`src/rtl/wb_resp_sequencer.sv`:
```
// Wishbone slave answering core reads from two bench-filled FIFOs (instruction, load data),
// capturing stores, with programmable wait states and a stall timeout that raises err.
module wb_resp_sequencer #(
  parameter int INST_DEPTH  = 8,
  parameter int DATA_DEPTH  = 4,
  parameter int WAIT_STATES = 0,
  parameter int TIMEOUT     = 64
) (
  input  logic        clk,
  input  logic        rst,
  input  logic        inst_valid,
  input  logic [31:0] inst_data,
  output logic        inst_ready,
  input  logic        ld_valid,
  input  logic [31:0] ld_data,
  output logic        ld_ready,
  input  logic        i_is_fetch,
  input  logic [31:0] i_wb_adr,
  input  logic [3:0]  i_wb_sel,
  input  logic        i_wb_we,
  input  logic [31:0] i_wb_dat,
  input  logic        i_wb_cyc,
  input  logic        i_wb_stb,
  output logic [31:0] o_wb_dat,
  output logic        o_wb_ack,
  output logic        o_wb_err,
  output logic        wr_valid,
  output logic [31:0] wr_adr,
  output logic [31:0] wr_dat,
  output logic [3:0]  wr_sel,
  output logic [15:0] fetch_cnt,
  output logic [15:0] load_cnt,
  output logic [15:0] store_cnt
);

  localparam int IAW     = $clog2(INST_DEPTH);
  localparam int DAW     = $clog2(DATA_DEPTH);
  localparam int STALL_W = (TIMEOUT > 1) ? $clog2(TIMEOUT) : 1;
  localparam logic [STALL_W-1:0] STALL_LAST = STALL_W'(TIMEOUT - 1);
  localparam logic [3:0] WAIT_LAST = 4'((WAIT_STATES > 0) ? WAIT_STATES - 1 : 0);

  typedef enum logic [1:0] {IDLE, WAIT, SERVE, ERR} state_t;

  state_t               state_reg;
  logic [3:0]           wait_cnt_reg;
  logic [STALL_W-1:0]   stall_cnt_reg;
  logic [31:0]          adr_reg;
  logic [31:0]          dat_reg;
  logic [3:0]           sel_reg;
  logic                 we_reg;
  logic                 fetch_reg;

  logic [31:0]          inst_mem [INST_DEPTH];
  logic [IAW-1:0]       inst_wr_ptr_reg, inst_rd_ptr_reg;
  logic [IAW:0]         inst_cnt_reg;
  logic [31:0]          ld_mem [DATA_DEPTH];
  logic [DAW-1:0]       ld_wr_ptr_reg, ld_rd_ptr_reg;
  logic [DAW:0]         ld_cnt_reg;

  logic inst_full, inst_empty, ld_full, ld_empty;
  logic inst_push, inst_pop, ld_push, ld_pop;
  logic req, serve_read;

  assign inst_full  = (inst_cnt_reg == (IAW+1)'(INST_DEPTH));
  assign inst_empty = (inst_cnt_reg == '0);
  assign ld_full    = (ld_cnt_reg == (DAW+1)'(DATA_DEPTH));
  assign ld_empty   = (ld_cnt_reg == '0);
  assign inst_ready = ~inst_full;
  assign ld_ready   = ~ld_full;

  // Full is judged on the registered count, so a push while full is dropped even if a pop coincides.
  assign inst_push  = inst_valid & ~inst_full;
  assign ld_push    = ld_valid & ~ld_full;

  assign req        = i_wb_cyc & i_wb_stb;
  assign serve_read = (state_reg == SERVE) && req && !we_reg;
  assign inst_pop   = serve_read && fetch_reg && !inst_empty;
  assign ld_pop     = serve_read && !fetch_reg && !ld_empty;

  always_ff @(posedge clk) begin
    if (inst_push) inst_mem[inst_wr_ptr_reg] <= inst_data;
    if (ld_push)   ld_mem[ld_wr_ptr_reg]     <= ld_data;
  end

  always_ff @(posedge clk) begin
    if (rst) begin
      inst_wr_ptr_reg <= '0;
      inst_rd_ptr_reg <= '0;
      inst_cnt_reg    <= '0;
      ld_wr_ptr_reg   <= '0;
      ld_rd_ptr_reg   <= '0;
      ld_cnt_reg      <= '0;
    end else begin
      if (inst_push) inst_wr_ptr_reg <= inst_wr_ptr_reg + IAW'(1);
      if (inst_pop)  inst_rd_ptr_reg <= inst_rd_ptr_reg + IAW'(1);
      case ({inst_push, inst_pop})
        2'b10:   inst_cnt_reg <= inst_cnt_reg + (IAW+1)'(1);
        2'b01:   inst_cnt_reg <= inst_cnt_reg - (IAW+1)'(1);
        default: inst_cnt_reg <= inst_cnt_reg;
      endcase
      if (ld_push) ld_wr_ptr_reg <= ld_wr_ptr_reg + DAW'(1);
      if (ld_pop)  ld_rd_ptr_reg <= ld_rd_ptr_reg + DAW'(1);
      case ({ld_push, ld_pop})
        2'b10:   ld_cnt_reg <= ld_cnt_reg + (DAW+1)'(1);
        2'b01:   ld_cnt_reg <= ld_cnt_reg - (DAW+1)'(1);
        default: ld_cnt_reg <= ld_cnt_reg;
      endcase
    end
  end

  always_ff @(posedge clk) begin
    if (rst) begin
      state_reg     <= IDLE;
      wait_cnt_reg  <= '0;
      stall_cnt_reg <= '0;
      adr_reg       <= '0;
      dat_reg       <= '0;
      sel_reg       <= '0;
      we_reg        <= 1'b0;
      fetch_reg     <= 1'b0;
      o_wb_dat      <= '0;
      o_wb_ack      <= 1'b0;
      o_wb_err      <= 1'b0;
      wr_valid      <= 1'b0;
      wr_adr        <= '0;
      wr_dat        <= '0;
      wr_sel        <= '0;
      fetch_cnt     <= '0;
      load_cnt      <= '0;
      store_cnt     <= '0;
    end else begin
      o_wb_ack <= 1'b0;
      o_wb_err <= 1'b0;
      wr_valid <= 1'b0;
      case (state_reg)
        IDLE: begin
          if (req) begin
            adr_reg       <= i_wb_adr;
            dat_reg       <= i_wb_dat;
            sel_reg       <= i_wb_sel;
            we_reg        <= i_wb_we;
            fetch_reg     <= i_is_fetch;
            wait_cnt_reg  <= '0;
            stall_cnt_reg <= '0;
            state_reg     <= (WAIT_STATES > 0) ? WAIT : SERVE;
          end
        end
        WAIT: begin
          if (!req)                         state_reg    <= IDLE;
          else if (wait_cnt_reg == WAIT_LAST) state_reg  <= SERVE;
          else                              wait_cnt_reg <= wait_cnt_reg + 4'd1;
        end
        SERVE: begin
          if (!req) begin
            state_reg <= IDLE;
          end else if (we_reg) begin
            o_wb_ack  <= 1'b1;
            wr_valid  <= 1'b1;
            wr_adr    <= adr_reg;
            wr_dat    <= dat_reg;
            wr_sel    <= sel_reg;
            store_cnt <= store_cnt + 16'd1;
            state_reg <= IDLE;
          end else if (inst_pop) begin
            o_wb_dat  <= inst_mem[inst_rd_ptr_reg];
            o_wb_ack  <= 1'b1;
            fetch_cnt <= fetch_cnt + 16'd1;
            state_reg <= IDLE;
          end else if (ld_pop) begin
            o_wb_dat  <= ld_mem[ld_rd_ptr_reg];
            o_wb_ack  <= 1'b1;
            load_cnt  <= load_cnt + 16'd1;
            state_reg <= IDLE;
          end else if (stall_cnt_reg == STALL_LAST) begin
            // err is raised on entry so it is high exactly for the ERR cycle
            o_wb_err  <= 1'b1;
            o_wb_dat  <= '0;
            state_reg <= ERR;
          end else begin
            stall_cnt_reg <= stall_cnt_reg + STALL_W'(1);
          end
        end
        ERR:     state_reg <= IDLE;
        default: state_reg <= IDLE;
      endcase
    end
  end

endmodule

```
`config.mk`:
```
export PLATFORM = sky130hd
export DESIGN_NAME = wb_resp_sequencer
export DESIGN_NICKNAME = d
export VERILOG_FILES = /design/src/rtl/wb_resp_sequencer.sv
export SDC_FILE = /design/constraint.sdc
export NUM_CORES = 1
export LEC_CHECK = 0
export CORE_UTILIZATION = 50
export DETAILED_ROUTE_END_ITERATION = 7
export GPL_TIMING_DRIVEN = 0
export PLACE_DENSITY = 0.81
export SYNTH_ARGS = -nofsm -noshare
export SYNTH_HDL_FRONTEND = slang
export SYNTH_SLANG_ARGS = --single-unit
```
`constraint.sdc`:
```
create_clock -name clk -period 3.82 [get_ports clk]
set_clock_uncertainty 0.1 [all_clocks]
set_input_delay 0.764 -clock clk [delete_from_list [all_inputs] [get_ports clk]]
set_output_delay 0.764 -clock clk [all_outputs]
set_load 0.02 [all_outputs]
```
# Word level (Yosys, flattened, before mapping)
# Memory sizes are Yosys's and may differ from the RTL's. A register that Yosys moved wholly into a read port is not among the register bits.
# Index checks and enable logic that the tools add are counted.
# op_classes
addsub	13
n_eq_ne	20
muxes	38
bitwise_logic	9
n_reduce_logical	29
# op_table
op	count
$mux 32	3
$add 16x1->16 const B	3
$mux 6	6
$mux 2	10
$ne 2x2->1 const B	8
$pmux 4 s2	2
$mux 4	3
$pmux 6 s2	1
$reduce_and 4->1	3
$add 3x1->3 const B	3
$mux 1	9
$add 4x1->4 const B	2
$eq 2x2->1 const B	4
$logic_not 4->1	2
$pmux 2 s4	1
$reduce_bool 2->1	4
$reduce_and 7->1	1
$add 6x1->6 const B	1
$eq 2x1->1 const B	3
$eq 6x6->1 const B	1
$logic_and 1x1->1	6
$mux 3	2
$ne 6x5->1 const B	1
$not 1->1	6
other kinds (17)	24
# word_totals
register_bits	250
ram_bits	384
input_bits	140
output_inout_bits	153
elab_cells	135
memories	2
# mem_list
name	depth	width	rd	rd_clocked_by_memory_dff	write_ports	line_no	rtl
inst_mem	8	32	1	1	1	53	logic [31:0] inst_mem [INST_DEPTH];
ld_mem	4	32	1	1	1	56	logic [31:0] ld_mem [DATA_DEPTH];

# Longest topological paths before layout
# depth
depth_word	10
mapped_depth	11
depth_no_buf	10

# Worst setup path before layout
# Ideal clock, no wire load.
# synth_path
kind	register to register
start	register inst_cnt_reg[0]
end	memory inst_mem[0][0], enable pin
arrival_time_ps	3452
required_time_ps	3259
setup_slack_ps	-193
path_stages_with_launch	6
path_buffers	0
synth_period_minus_slack_ps	4013
path_cell_list	dfxtp_1 > nor3_1 > nand2_1 > nand2_1 > or2_2 > nor3_1
# synth_between
elab_chain_len	5
# synth_lines
item	line_no	rtl
from (decl)	55	logic [IAW:0] inst_cnt_reg;
from (signal assigned)	97	2'b10: inst_cnt_reg <= inst_cnt_reg + (IAW+1)'(1);
from (signal assigned)	98	2'b01: inst_cnt_reg <= inst_cnt_reg - (IAW+1)'(1);
from (signal assigned)	99	default: inst_cnt_reg <= inst_cnt_reg;
$eq 4x4->1	64	assign inst_full = (inst_cnt_reg == (IAW+1)'(INST_DEPTH));
$not 1->1	n/a	
net inst_ready	13	output logic inst_ready,
$and 1x1->1	72	assign inst_push = inst_valid & ~inst_full;
$mux 1	81	if (inst_push) inst_mem[inst_wr_ptr_reg] <= inst_data;
$mux 1 (implied by the code)	81	
to (decl)	53	
# The timed path passes the listed nets, and every way through them passes these cells.

# Worst setup path in the final report
# layout_path
start	input i_wb_cyc
end	register ld_cnt_reg[2]
# layout_between
elab_chain_len	7
word_cells_on_any_way	9
cone_classes	2 x eq/ne; 1 x mux; 1 x bitwise; 5 x reduce/logical
# layout_lines
item	line_no	rtl
from (decl)	22	input logic i_wb_cyc,
$and 1x1->1 *	75	assign req = i_wb_cyc & i_wb_stb;
$logic_and 1x1->1 * (2 in series)	76	assign serve_read = (state_reg == SERVE) && req && !we_reg;
$logic_and 1x1->1 * (2 in series)	78	assign ld_pop = serve_read && !fetch_reg && !ld_empty;
net ld_pop	61	logic inst_push, inst_pop, ld_push, ld_pop;
$eq 2x1->1 / $eq 2x2->1 (equally long branches)	103	case ({ld_push, ld_pop})
$pmux 3 s2 / $reduce_bool 2->1 (equally long branches)	n/a	
to (signal assigned)	104	2'b10: ld_cnt_reg <= ld_cnt_reg + (DAW+1)'(1);
to (signal assigned)	105	2'b01: ld_cnt_reg <= ld_cnt_reg - (DAW+1)'(1);
to (signal assigned)	106	default: ld_cnt_reg <= ld_cnt_reg;
to (decl)	58	logic [DAW:0] ld_cnt_reg;
# The timed path passes the listed nets; every way through them passes the cells marked *.
# A chain may end at the register's enable or synchronous reset.

==> impl_metrics.yaml <==
die:
  initial_core_util_pct: 51.1
  core_um2: 48100
  num_rows: 80
  die_y_um: 224
  die_width_um: 224
  die_area_um2: 50100
  pin_count: 293
sta:
  final-hold-violation-count: 0
  period_share_pct: 90.8
  max-slew-margin-rel_pct: 10.4
  rsz0062_at_grt: "no"
  slew_viol_final: 0
  timing.final.ws_setup_ns: 0.353
  setup_violations: 0
  worst_pin_slew_ns: 1.34
  fin_setup_tns_ns: 0
  max_freq_mhz: 288
  min_period_ns: 3.47
worst_hold_path:
  hold-path-cell-count: 2
  hold_path_class: "flip-flop to flip-flop"
drt:
  viasPerCell: 5.70
  finalWirelength_mm: 64.2
  drc: 0
  first_pass_iters: 8
  num_vias: 16200
  routedWlPerCell_um: 22.6
  drtAntennaViolNets: 0
  drt_iter0_drc: 1514
place:
  gp_congestion: 0.869
  post-place-ws_ns: -0.312
  port_buffers: 291
  dp_hpwl_mm: 43.3
clocking:
  cts_tree: "yes"
  cts_buffer_depth: 3
  ctsResizeCount: 0
  numCtsBuffers: 67
  clock_latency_ns: 0.61
  h-tree-depth: 3
  cts_hold_buffers: 0
  clk_pin_slew_worst_paths_ns: 0.06
  postCtsSetupRepairBufs: 0
  cts_sinks: 639
  cts-root-buf: "clkbuf_16"
outcome:
  status: "finished, final reports clean"
finish:
  reg_top3: "inst_mem: 256 flops, ld_mem: 128 flops"
  most-common-layout-cells: "edfxtp_1, nand2_1, clkdlybuf4s50_1"
  syn2layout_area_growth_pct: 26.1
  finalNetCount: 2279
  fin_util_pct: 64.4
  final_common_cell: "edfxtp_1"
  multi_input_area_um2: 7430
  seqCellArea_um2: 16600
  n_fill_cell: 3256
  drive_above_1_share_pct: 15.4
  largest_register_ffs: 256
  top_register: "inst_mem"
critical_path:
  cp-start-kind: "input port"
  critical-path-max-stage-delay_ns: 0.57
  critPathTopFamily: "buffers and inverters"
  crit_type: "input port to flip-flop"
  crit_chain: "clkdlybuf4s50_1 > nand4b_4 > nor4_4 > buf_2 > buf_2 > ha_1 > inv_1 > fa_1 > xor2_1 > or3_1 > a21oi_1"
  cp_slowest_cell: "clkdlybuf4s50_1"
  arrival_ns: 3.88
  cp_num_buf_inv: 4
  cp.required_ns: 4.24
  cp_num_cells: 11
  cp_max_fo: 10
  worst_r2r_path_depth: 10
  crit_path_end_kind: "flip-flop"
  path_common_cell: "buf_2"
logic_synthesis:
  synth_top_area_share_pct: 46.9
  ys.flop_type: "edfxtp_1"
  yosys-top-cells-area: "edfxtp_1, dfxtp_1, mux4_2"
  ys_types: 55
  synth_edf_count: 384
  netlist.top_cell.by_area: "edfxtp_1"
  syn_inst: 1746
  syn_nets: 1903
  yosys_warnings: 0
  ys_ff_latch: 639
  syn_area_per_cell_um2: 14.1
  ys_seq_area_share_pct: 67.6
  synth-async-reset-ratio_pct: 0
  synth_area_um2: 24600
global_routing:
  grt_pass1_vias: 16300
  antenna_found_initial: 12
  grt_overflow_total: 0
  gr-usage-all-layers_pct: 25.7
  grt_pass1_wl_mm: 95.5
  grt_max_degree: 32
power_and_ir_drop:
  power.leakage_nw: 10.1
  ir_worst_vdd_mv: 0.406
  power_density_nw_per_um2: 481
flow_run:
  cap_viol_max_count: 0
## logic make-up (layout without fill, tap and decap cells)
group / count (synthesis) / in the layout / share of synthesized area [%]
xor+xnor: 49 / 49 / 1.74
other cells: 0 / 13 / 0
buf+inv: 117 / 546 / 2.43
simple gates: 541 / 541 / 9.73
fa+ha+maj: 17 / 17 / 0.895
mux: 135 / 135 / 10.8
flops: 639 / 639 / 67.6
compound gates: 248 / 248 / 6.74
## metrics by stage
step	total power [W]	area (um^2)	instances	hold slack, ns
CTS	0.0150	31000	2831	0.349
global placement	0.00834	28300	2693	0.338
global route	0.0153	31000	2838	0.364
floorplan	0.00801	24600	1746	0.332
finish	0.0149	31000	2844	0.349
detailed placement	0.00841	28700	2709	0.344
## synthesized netlist by cell type (all sizes together), types with 2 or more instances
| library cell | number |
|---|---|
| nor2 | 107 |
| nand4 | 20 |
| clkbuf | 57 |
| buf | 45 |
| and3 | 14 |
| a22oi | 33 |
| mux2i | 5 |
| or3 | 8 |
| xnor2 | 12 |
| nor3b | 3 |
| nand3b | 2 |
| o41ai | 2 |
| nand4b | 2 |
| xor2 | 37 |
| nor3 | 14 |
| inv | 12 |
| o31ai | 2 |
| ha | 16 |
| edfxtp | 384 |
| mux2 | 34 |
| mux4 | 96 |
| or4 | 2 |
| nor4 | 3 |
| nand2b | 11 |
| and4 | 6 |
| dfxtp | 255 |
| a21oi | 156 |
| a211oi | 33 |
| o21ai | 19 |
| nand2 | 308 |
| and2 | 9 |
| nand3 | 23 |
| dlygate4sd1 | 3 |
| nor2b | 5 |
## final timing paths
check	startpoint	to	slack, ns
min reg2reg	dat_reg[17]	wr_dat[17]	0.35
min	dat_reg[17]	wr_dat[17]	0.35
max	i_wb_cyc	ld_cnt_reg[2]	0.35
max reg2reg	state_reg[1]	ld_cnt_reg[2]	0.72
## area by class of cell
type | instances | share of cell area (%)
clock buffers | 101 | 6.41
multi-input cells | 990 | 24.0
repair buffers | 307 | 10.4
diodes | 13 | 0.105
plain buffers | 105 | 1.78
flip-flops and latches | 639 | 53.6
inverters | 12 | 0.145
clock inverters | 21 | 0.884
well taps | 656 | 2.65
## power by group
part	switching [W]	internal, W	leakage (nW)
clock network	0.00268	0.00396	1.10
logic	0.000422	0.000322	3.46
registers	0.0000589	0.00748	5.56
total	0.00316	0.0118	10.1
## worst register-to-register path, delay by kind of cell, from the launching register on
| kind | cells | cell delay [ns] |
|---|---|---|
| simple gates | 3 | 0.90 |
| buf+inv | 3 | 0.69 |
| fa+ha+maj | 2 | 0.63 |
| flops | 1 | 0.39 |
| xor+xnor | 1 | 0.16 |
| compound gates | 1 | 0.15 |
## layer usage
layer / up-vias / part of all wire, % / track usage [%] / routed length [um]
met2: 741 / 48 / 41.1 / 31100
met3: 171 / 8.0 / 5.09 / 5150
li1: 7203 / - / - / -
met5: - / 0.022 / 0 / 14
met1: 8104 / 39 / 32.9 / 24900
met4: 2 / 4.8 / 14.3 / 3080
(Power assumes the default switching activity.)
